## src/rtl/hex_entry_pkg.sv

```systemverilog
// Shared definitions for the hex entry controller: FSM encoding, entry limits
// and default debounce sizing.
package hex_entry_pkg;

    typedef enum logic [1:0] {
        IDLE  = 2'd0,
        ENTRY = 2'd1,
        REQ   = 2'd2
    } state_e;

    localparam int NIB_MAX             = 4;
    localparam int DEBOUNCE_CYCLES_DEF = 250000;
    localparam int CNT_W_DEF           = 18;

    // New nibble enters at the LSB so the first key ends up most significant.
    function automatic logic [15:0] shift_nib(input logic [15:0] val, input logic [3:0] nib);
        return {val[11:0], nib};
    endfunction

endpackage

```

## src/rtl/key_debounce.sv

```systemverilog
// Pushbutton conditioner: 2-flop synchroniser, stability counter and a
// one-cycle press pulse on each debounced release-to-press transition.
module key_debounce #(
    parameter int DEBOUNCE_CYCLES = 250000,
    parameter int CNT_W           = 18
) (
    input  logic clk,
    input  logic resetn,
    input  logic key_n_i,
    output logic press_o
);

    localparam logic [CNT_W-1:0] CNT_TC = CNT_W'(DEBOUNCE_CYCLES - 1);

    logic             sync1_q, sync2_q;
    logic             level_q, level_d;
    logic [CNT_W-1:0] cnt_q, cnt_d;
    logic             press_q, press_d;

    always_ff @(posedge clk) begin
        if (!resetn) begin
            sync1_q <= 1'b1;
            sync2_q <= 1'b1;
            level_q <= 1'b1;
            cnt_q   <= '0;
            press_q <= 1'b0;
        end else begin
            sync1_q <= key_n_i;
            sync2_q <= sync1_q;
            level_q <= level_d;
            cnt_q   <= cnt_d;
            press_q <= press_d;
        end
    end

    // Counter only runs while the synchronised input disagrees with the level;
    // any agreement (a bounce) restarts it from zero.
    always_comb begin
        level_d = level_q;
        cnt_d   = '0;
        press_d = 1'b0;
        if (sync2_q != level_q) begin
            if (cnt_q == CNT_TC) begin
                level_d = sync2_q;
                press_d = ~sync2_q;
            end else begin
                cnt_d = cnt_q + 1'b1;
            end
        end
    end

    assign press_o = press_q;

endmodule

```

## src/rtl/hex_entry_controller.sv

```systemverilog
// Manual register-write path: four hex nibbles keyed in, then one req/ack
// write. Optional macro HEX_ENTRY_AUTOCOMMIT_EN launches the write on the 4th nibble.
//
// state | meaning
// IDLE  | no nibbles entered, entry_val = 0
// ENTRY | 1..4 nibbles entered, waiting for more, commit or clear
// REQ   | write request outstanding, waiting for wr_ack
module hex_entry_controller
    import hex_entry_pkg::*;
#(
    parameter int DEBOUNCE_CYCLES = DEBOUNCE_CYCLES_DEF,
    parameter int CNT_W           = CNT_W_DEF
) (
    input  logic        clk,
    input  logic        resetn,
    input  logic [3:0]  sw_nib,
    input  logic [2:0]  sw_sel,
    input  logic        key_enter_n,
    input  logic        key_commit_n,
    input  logic        key_clr_n,
    output logic        wr_req,
    output logic [2:0]  wr_addr,
    output logic [15:0] wr_data,
    input  logic        wr_ack,
    output logic [15:0] entry_val,
    output logic [2:0]  nib_cnt,
    output logic        busy
);

    localparam logic [2:0] NIB_FULL = 3'(NIB_MAX);

    logic enter_ev, commit_ev, clr_ev;

    key_debounce #(.DEBOUNCE_CYCLES(DEBOUNCE_CYCLES), .CNT_W(CNT_W)) u_db_enter (
        .clk     (clk),
        .resetn  (resetn),
        .key_n_i (key_enter_n),
        .press_o (enter_ev)
    );

    key_debounce #(.DEBOUNCE_CYCLES(DEBOUNCE_CYCLES), .CNT_W(CNT_W)) u_db_commit (
        .clk     (clk),
        .resetn  (resetn),
        .key_n_i (key_commit_n),
        .press_o (commit_ev)
    );

    key_debounce #(.DEBOUNCE_CYCLES(DEBOUNCE_CYCLES), .CNT_W(CNT_W)) u_db_clr (
        .clk     (clk),
        .resetn  (resetn),
        .key_n_i (key_clr_n),
        .press_o (clr_ev)
    );

    state_e      state_q, state_d;
    logic [15:0] entry_q, entry_d;
    logic [2:0]  nib_q, nib_d;
    logic        req_q, req_d;
    logic [2:0]  addr_q, addr_d;
    logic [15:0] data_q, data_d;
    logic [15:0] shifted;

    assign shifted = shift_nib(entry_q, sw_nib);

    always_ff @(posedge clk) begin
        if (!resetn) begin
            state_q <= IDLE;
            entry_q <= '0;
            nib_q   <= '0;
            req_q   <= 1'b0;
            addr_q  <= '0;
            data_q  <= '0;
        end else begin
            state_q <= state_d;
            entry_q <= entry_d;
            nib_q   <= nib_d;
            req_q   <= req_d;
            addr_q  <= addr_d;
            data_q  <= data_d;
        end
    end

    // Event priority is clr > commit > enter; the losers are simply dropped.
    always_comb begin
        state_d = state_q;
        entry_d = entry_q;
        nib_d   = nib_q;
        req_d   = req_q;
        addr_d  = addr_q;
        data_d  = data_q;
        case (state_q)
            IDLE: begin
                if (!clr_ev && !commit_ev && enter_ev) begin
                    entry_d = shifted;
                    nib_d   = 3'd1;
                    state_d = ENTRY;
                end
            end
            ENTRY: begin
                if (clr_ev) begin
                    entry_d = '0;
                    nib_d   = '0;
                    state_d = IDLE;
                end else if (commit_ev) begin
                    addr_d  = sw_sel;
                    data_d  = entry_q;
                    req_d   = 1'b1;
                    state_d = REQ;
                end else if (enter_ev && (nib_q < NIB_FULL)) begin
                    entry_d = shifted;
                    nib_d   = nib_q + 3'd1;
`ifdef HEX_ENTRY_AUTOCOMMIT_EN
                    if (nib_q == NIB_FULL - 3'd1) begin
                        addr_d  = sw_sel;
                        data_d  = shifted;
                        req_d   = 1'b1;
                        state_d = REQ;
                    end
`endif
                end
            end
            REQ: begin
                if (wr_ack) begin
                    req_d   = 1'b0;
                    entry_d = '0;
                    nib_d   = '0;
                    state_d = IDLE;
                end
            end
            default: begin
                req_d   = 1'b0;
                state_d = IDLE;
            end
        endcase
    end

    assign wr_req    = req_q;
    assign wr_addr   = addr_q;
    assign wr_data   = data_q;
    assign entry_val = entry_q;
    assign nib_cnt   = nib_q;
    assign busy      = (state_q == REQ);

endmodule

```

## config.mk

```make
export PLATFORM = sky130hd
export DESIGN_NAME = hex_entry_controller
export DESIGN_NICKNAME = d
export VERILOG_FILES = /design/src/rtl/hex_entry_pkg.sv /design/src/rtl/key_debounce.sv /design/src/rtl/hex_entry_controller.sv
export SDC_FILE = /design/constraint.sdc
export NUM_CORES = 1
export LEC_CHECK = 0
export ABC_AREA = 1
export CELL_PAD_IN_SITES_DETAIL_PLACEMENT = 1
export CELL_PAD_IN_SITES_GLOBAL_PLACEMENT = 1
export CORE_MARGIN = 4
export CORE_UTILIZATION = 35
export CTS_CLUSTER_SIZE = 20
export DETAILED_ROUTE_END_ITERATION = 6
export GPL_ROUTABILITY_DRIVEN = 0
export PLACE_DENSITY_LB_ADDON = 0.08
export SLEW_MARGIN = 20
export SYNTH_ARGS = -nofsm -noshare
export SYNTH_HDL_FRONTEND = slang
export SYNTH_SLANG_ARGS = --single-unit
```

## constraint.sdc

```tcl
create_clock -name clk -period 1.95 [get_ports clk]
set_clock_uncertainty 0.15 [all_clocks]
set_input_delay 0.2925 -clock clk [delete_from_list [all_inputs] [get_ports clk]]
set_output_delay 0.2925 -clock clk [all_outputs]
set_load 0.01 [all_outputs]
```

# Yosys cells after proc, flatten, opt, wreduce, memory -nomap -nowiden
# Index checks and enable logic that the tools add are counted.
[op_classes] addsub=4 n_mul=0 div_mod_pow=0 magnitude_cmp=1 eq_ne=15 shifts=0 muxes=21 bitwise=9 n_reduce_logical=20
[ops] cell="$mux 16" count=5
[ops] cell="$add 18x1->18 const B" count=3
[ops] cell="$eq 18x18->1 const B" count=3
[ops] cell="$pmux 16 s3" count=1
[ops] cell="$mux 3" count=5
[ops] cell="$reduce_and 3->1" count=5
[ops] cell="$not 1->1" count=9
[ops] cell="$pmux 3 s3" count=1
[ops] cell="$reduce_or 3->1" count=3
[ops] cell="$mux 2" count=4
[ops] cell="$ne 2x2->1 const B" count=3
[ops] cell="$ne 3x2->1 const B" count=2
[ops] cell="$pmux 2 s3" count=1
[ops] cell="$reduce_and 2->1" count=3
[ops] cell="$reduce_and 5->1" count=1
[ops] cell="$reduce_and 4->1" count=1
[ops] cell="$add 3x1->3 const B" count=1
[ops] cell="$logic_and 1x1->1" count=3
[ops] cell="$lt 3x3->1 const B" count=1
[ops] cell="$mux 1" count=3
[ops] cell="$ne 1x1->1" count=3
[ops] cell="$ne 3x1->1 const B" count=1
[ops] cell="$pmux 1 s3" count=1
[ops] cell="$reduce_bool 3->1" count=1
[ops] cell="other kinds (5)" count=6
[word_totals] ff_bits=107 latch_bits=0 ram_bits=0 rom_bits=0 inputBits=13 wordCells=91 n_memories=0

# Depth between registers and ports, before layout
[logic_depth] ltp_word=6 depth_mapped=10 depth_no_buf=9

# By module
# Synthesis repeated with hierarchy kept, for this count alone.
[unflattened] hier_cells=670 area_unflattened_um2=5034.8
[modules_own_cells] mod="key_debounce" instances=3 cells_per_inst=139 area_per_inst_um2=1068.5 seq_area_each_um2=440.4
[modules_own_cells] mod="hex_entry_controller" instances=1 cells_per_inst=253 area_per_inst_um2=1829.3 seq_area_each_um2=820.8

# Least setup slack after synthesis
# Ideal clock, no wire load.
[synth_path] path_type="register to register" from="register state_q[0]" to="register entry_q[0] (netlist: entry_val[0])" setup_ns=0.114 t_arrival_ns=1.476 required_time_ns=1.686 path_slack_ns=0.210 stages_incl_launch_ff=10 n_path_buf=1 synth_period_minus_slack_ns=1.740 path_cell_list="dfxtp_1 -> inv_1 -> ha_1 -> inv_1 -> nor2_1 -> nor2_2 -> nand3_4 -> buf_4 -> o21bai_1 -> nor2_1"
[synth_between] elab_chain_cells=3
[synth_lines] item="start, declared" line_no="hex_entry_controller.sv:55" text="state_e state_q, state_d;"
[synth_lines] item="start signal, assigned" line_no="hex_entry_controller.sv:74" text="state_q <= state_d;"
[synth_lines] item="$eq 2x2->1 *"
[synth_lines] item="net busy" line_no="hex_entry_controller.sv:27" text="output logic busy"
[synth_lines] item="$ne 2x2->1 (no source line) or $reduce_bool 3->1 (tied branches)"
[synth_lines] item="$reduce_and 5->1 (no source line)"
[synth_lines] item="end signal, assigned" line_no="hex_entry_controller.sv:75" text="entry_q <= entry_d;"
[synth_lines] item="end, declared" line_no="hex_entry_controller.sv:56" text="logic [15:0] entry_q, entry_d;"
# Mark *: on every way through the listed nets, which the timed path passes. The rest lies on a longest branch.
# A chain may end at the register's enable or synchronous reset.

# Worst setup path in the final report
[layout_path] from="register state_q[1]" to="register entry_q[5] (netlist: entry_val[5])"
[layout_between] elab_chain_cells=3
[layout_lines] item="$eq 2x1->1, or another cell as far along" line_no="hex_entry_controller.sv:91" text="case (state_q)"
[layout_lines] item="$ne 3x2->1 (no source line), or another cell as far along"
[layout_lines] item="$reduce_and 5->1 (no source line)"
# Several ways; a longest one is shown, not always the timed one.

==> qor.csv <==
stage,metric,value,unit
run_status,status,finished clean,
clocking,clk_pin_slew,70,ps
clocking,cts_sinks,107,
yosys,syn_inst,708,
route,routed_wl,12600,um
yosys,synth_xor_area_share,3.86,%
grt,met2_usage,28.1,%
sta,fin_ws,128,ps
sta,min_period_over_period,93.4,%
yosys,synthDistinctLibCells,30,
power_and_ir_drop,cellLeakagePower,0.00217,uW
power_and_ir_drop,seqPwrFrac,43.3,%
sta,finalSetupViolCount,0,
cells_and_area,drive_gt1_share,7.46,%
grt,globalRouteOverflowTotal,0,
clocking,cts.path.max_buffers,2,
clocking,hold_buffers,0,
route,drt_iter0_drc,201,
sta,max_slew_margin,74.9,%
min_path,min_path_type,flip-flop to flip-flop,
yosys,syn_area,4990,um^2
power_and_ir_drop,clkPwrFrac,30.8,%
route,routed-via-count,4524,
placed_design,dp_slack,24.7,ps
grt,antenna_found_initial,0,
placed_design,dpl_cell_area,5740,um^2
cells_and_area,n_antenna_cell,0,
placed_design,numPortBuffers,52,
clocking,cts_tree,yes,
floorplan,boundaryPins,53,
sta,worst_pin_slew,373,ps
power_and_ir_drop,comb_power_share,25.8,%
yosys,ys_ff_latch,107,
power_and_ir_drop,switchingPower,1800,uW
setup_path,worst-setup-path-type,flip-flop to flip-flop,
yosys,synth_compound_area_share,8.43,%
sta,slew_violations,0,
grt,grt.busiest_layer,met2,
setup_path,cp_max_fo,6,
power_and_ir_drop,p_sw_share,31.2,%
sta,period_minus_slack,1820,ps
setup_path,crit_top_cell,inv_1,
cells_and_area,finalInstanceArea,6070,um^2
yosys,yosysSeqAreaShare,42.9,%
setup_path,cpPeakStageDelay,360,ps
route,post-route-drc-count,0,
floorplan,die_h,127,um
clocking,clock_latency,350,ps
grt,use_met1,20.7,%
yosys,avgSynthCellArea,7.05,um^2
grt,grt_max_degree,37,
setup_path,required,2050,ps
route,drtPass1Iterations,4,
yosys,syn_nets,730,
power_and_ir_drop,cellPowerDensity,950,nW/um^2
power_and_ir_drop,p_int,3970,uW
setup_path,crit_chain,"inv_1, ha_1, inv_1, nor2_4, a21oi_4, nand3_4, buf_4, o21bai_1, nor2_1",
grt,grt_util_met3,2.42,%
yosys,synth_top_family_by_area,simple AND/OR/NAND/NOR gates,
floorplan,coreArea,13900,um^2
yosys,synth_simple_gate_area_share,34.1,%
clocking,cts_buffers,9,
floorplan,die-area,16200,um^2
grt,grt_pass1_wl,21900,um
setup_path,worstPathArrival,1920,ps
floorplan,num_rows,43,
setup_path,critPathSlowestCell,dfxtp_1,
yosys,synthAdderAreaFrac,2.26,%
floorplan,dieWidth,127,um
route,routed_via_density,4.73,
power_and_ir_drop,vdd_drop_max,0.552,mV
route,ant_nets,0,
yosys,muxShareOfSynthArea,0,%
setup_path,cp-start-kind,flip-flop,
yosys,yosys_warnings,0,
job,cap_violations,0,
route,routedWlPerCell,13.2,um
cells_and_area,layout-area-overhead-vs-synth,21.7,%
placed_design,dp_hpwl,9600,um
cells_and_area,final_util,43.6,%
setup_path,worst_setup_path_end_kind,flip-flop,
cells_and_area,nNetsFinal,794,
floorplan,initial_utilization,35.8,%
clocking,clockRootBuffer,clkbuf_16,
grt,grt_pass1_vias,4771,
sta,max_freq,0.549,GHz
clocking,cts_max_level,3,
sta,final_hold_viol_count,0,
grt,grt_usage,16.3,%
==> worst paths after layout <==
check | slack [ps] | cells past startpoint | startpoint | endpoint
min | 260 | 1 | u_db_commit.sync1_q$_SDFF_PN1_ | u_db_commit.sync2_q$_SDFF_PN1_
min reg2reg | 260 | 1 | u_db_commit.sync1_q$_SDFF_PN1_ | u_db_commit.sync2_q$_SDFF_PN1_
max reg2reg | 130 | 9 | state_q[1]$_SDFFE_PN0P_ | entry_val[5]$_SDFFE_PN0P_
max | 130 | 9 | state_q[1]$_SDFFE_PN0P_ | entry_val[5]$_SDFFE_PN0P_
==> critical path, delay by kind of cell (launching register included) <==
family | cells | cell delay (ps)
compound gates | 2 | 360
fa+ha+maj | 1 | 220
buf+inv | 3 | 380
flops | 1 | 360
simple gates | 3 | 250
==> cell type report <==
cell class / count / area [um^2]
clock buffer: 12 / 267
clock inverter: 4 / 23.8
fill: 1758 / 7860
inverter: 86 / 325
multi-input combinational: 499 / 2430
sequential: 107 / 2140
tap: 180 / 225
timing repair buffer: 69 / 654
==> per-layer routing <==
layer	up-vias	wire length [um]
li1	2353	-
met1	2114	5980
met2	46	6060
met3	11	375
met4	0	184
met5	-	0
==> state kept, by name (all words and copies together), names as in the netlist, 2 cells and up <==
register and count:
wr_addr 3, u_db_clr.cnt_q 18, u_db_enter.cnt_q 18, state_q 2, wr_data 16, nib_cnt 3, entry_val 16, u_db_commit.cnt_q 18
==> Yosys cell counts <==
| cell | number | area share (%) |
|---|---|---|
| nor3_1 | 3 | 0.30 |
| nor3b_1 | 1 | 0.15 |
| a21oi_4 | 1 | 0.33 |
| a21oi_1 | 43 | 4.3 |
| xor2_1 | 17 | 3.0 |
| and2_1 | 1 | 0.13 |
| buf_1 | 1 | 0.075 |
| nor2_2 | 3 | 0.38 |
| nand3b_1 | 1 | 0.15 |
| ha_1 | 9 | 2.3 |
| xnor2_1 | 5 | 0.88 |
| nand3_4 | 1 | 0.35 |
| nor2_1 | 148 | 11 |
| a21boi_2 | 1 | 0.23 |
| or2_2 | 12 | 1.5 |
| or2_0 | 1 | 0.13 |
| nor2_4 | 2 | 0.45 |
| buf_2 | 5 | 0.50 |
| nand4_1 | 18 | 2.3 |
| nand2_1 | 140 | 11 |
| nand3_1 | 62 | 6.2 |
| inv_1 | 85 | 6.4 |
| dfxtp_1 | 107 | 43 |
| buf_4 | 2 | 0.30 |
| inv_4 | 1 | 0.13 |
| o21bai_1 | 17 | 2.6 |
| clkbuf_1 | 5 | 0.38 |
| o21ai_0 | 10 | 1.0 |
| nand2_2 | 3 | 0.38 |
| buf_6 | 3 | 0.68 |
==> power by group through the flow <==
| stage | Sequential [uW] | Combinational, uW | Clock [uW] |
|---|---|---|---|
| 2_1_floorplan | 2570 | 839 | 0 |
| 3_5_place_dp | 2550 | 1450 | 0 |
| 6_report | 2500 | 1490 | 1780 |
| 3_3_place_gp | 2550 | 1410 | 0 |
| 5_1_grt | 2520 | 1690 | 1930 |
| 4_1_cts | 2500 | 1450 | 1850 |
==> kinds of logic after synthesis <==
family / count (synthesis)
AOI/OAI and AO/OA: 72
and+or+nand+nor: 396
adders and majority gates: 9
DFF: 107
buffers and inverters: 102
xor gates and xnor gates: 22
==> cell usage in the layout, fill, tap and decap left out, drive strengths merged <==
master and instances:
nand3b 1, or2 13, xnor2 5, clkbuf 12
ha 9, clkinv 4, nor3 3, o21bai 17
nand3 63, nand4 18, dlygate4sd2 1, inv 86
a21boi 1, o21ai 10, buf 17, and2 1
dfxtp 107, nor2 153, a21oi 44, xor2 17
nand2 143, clkdlybuf4s50 51, nor3b 1
==> metrics by stage <==
stage                     TNS, ps  power, uW  instances  hold slack [ps]
after floorplan                 0       3410        708              243
after global placement          0       3960        938              249
after detailed placement        0       4000        938              252
after CTS                       0       5800        954              269
after global routing        -10.7       6140        957              287
final                           0       5770        957              264
==> what timing repair did <==
action	4_1_cts	5_1_grt
resized for setup	1	5
buffers inserted	0	3
endpoints found under the setup margin	1	43
pin swaps	0	1
Note: power is estimated with default switching activity, not from simulation.
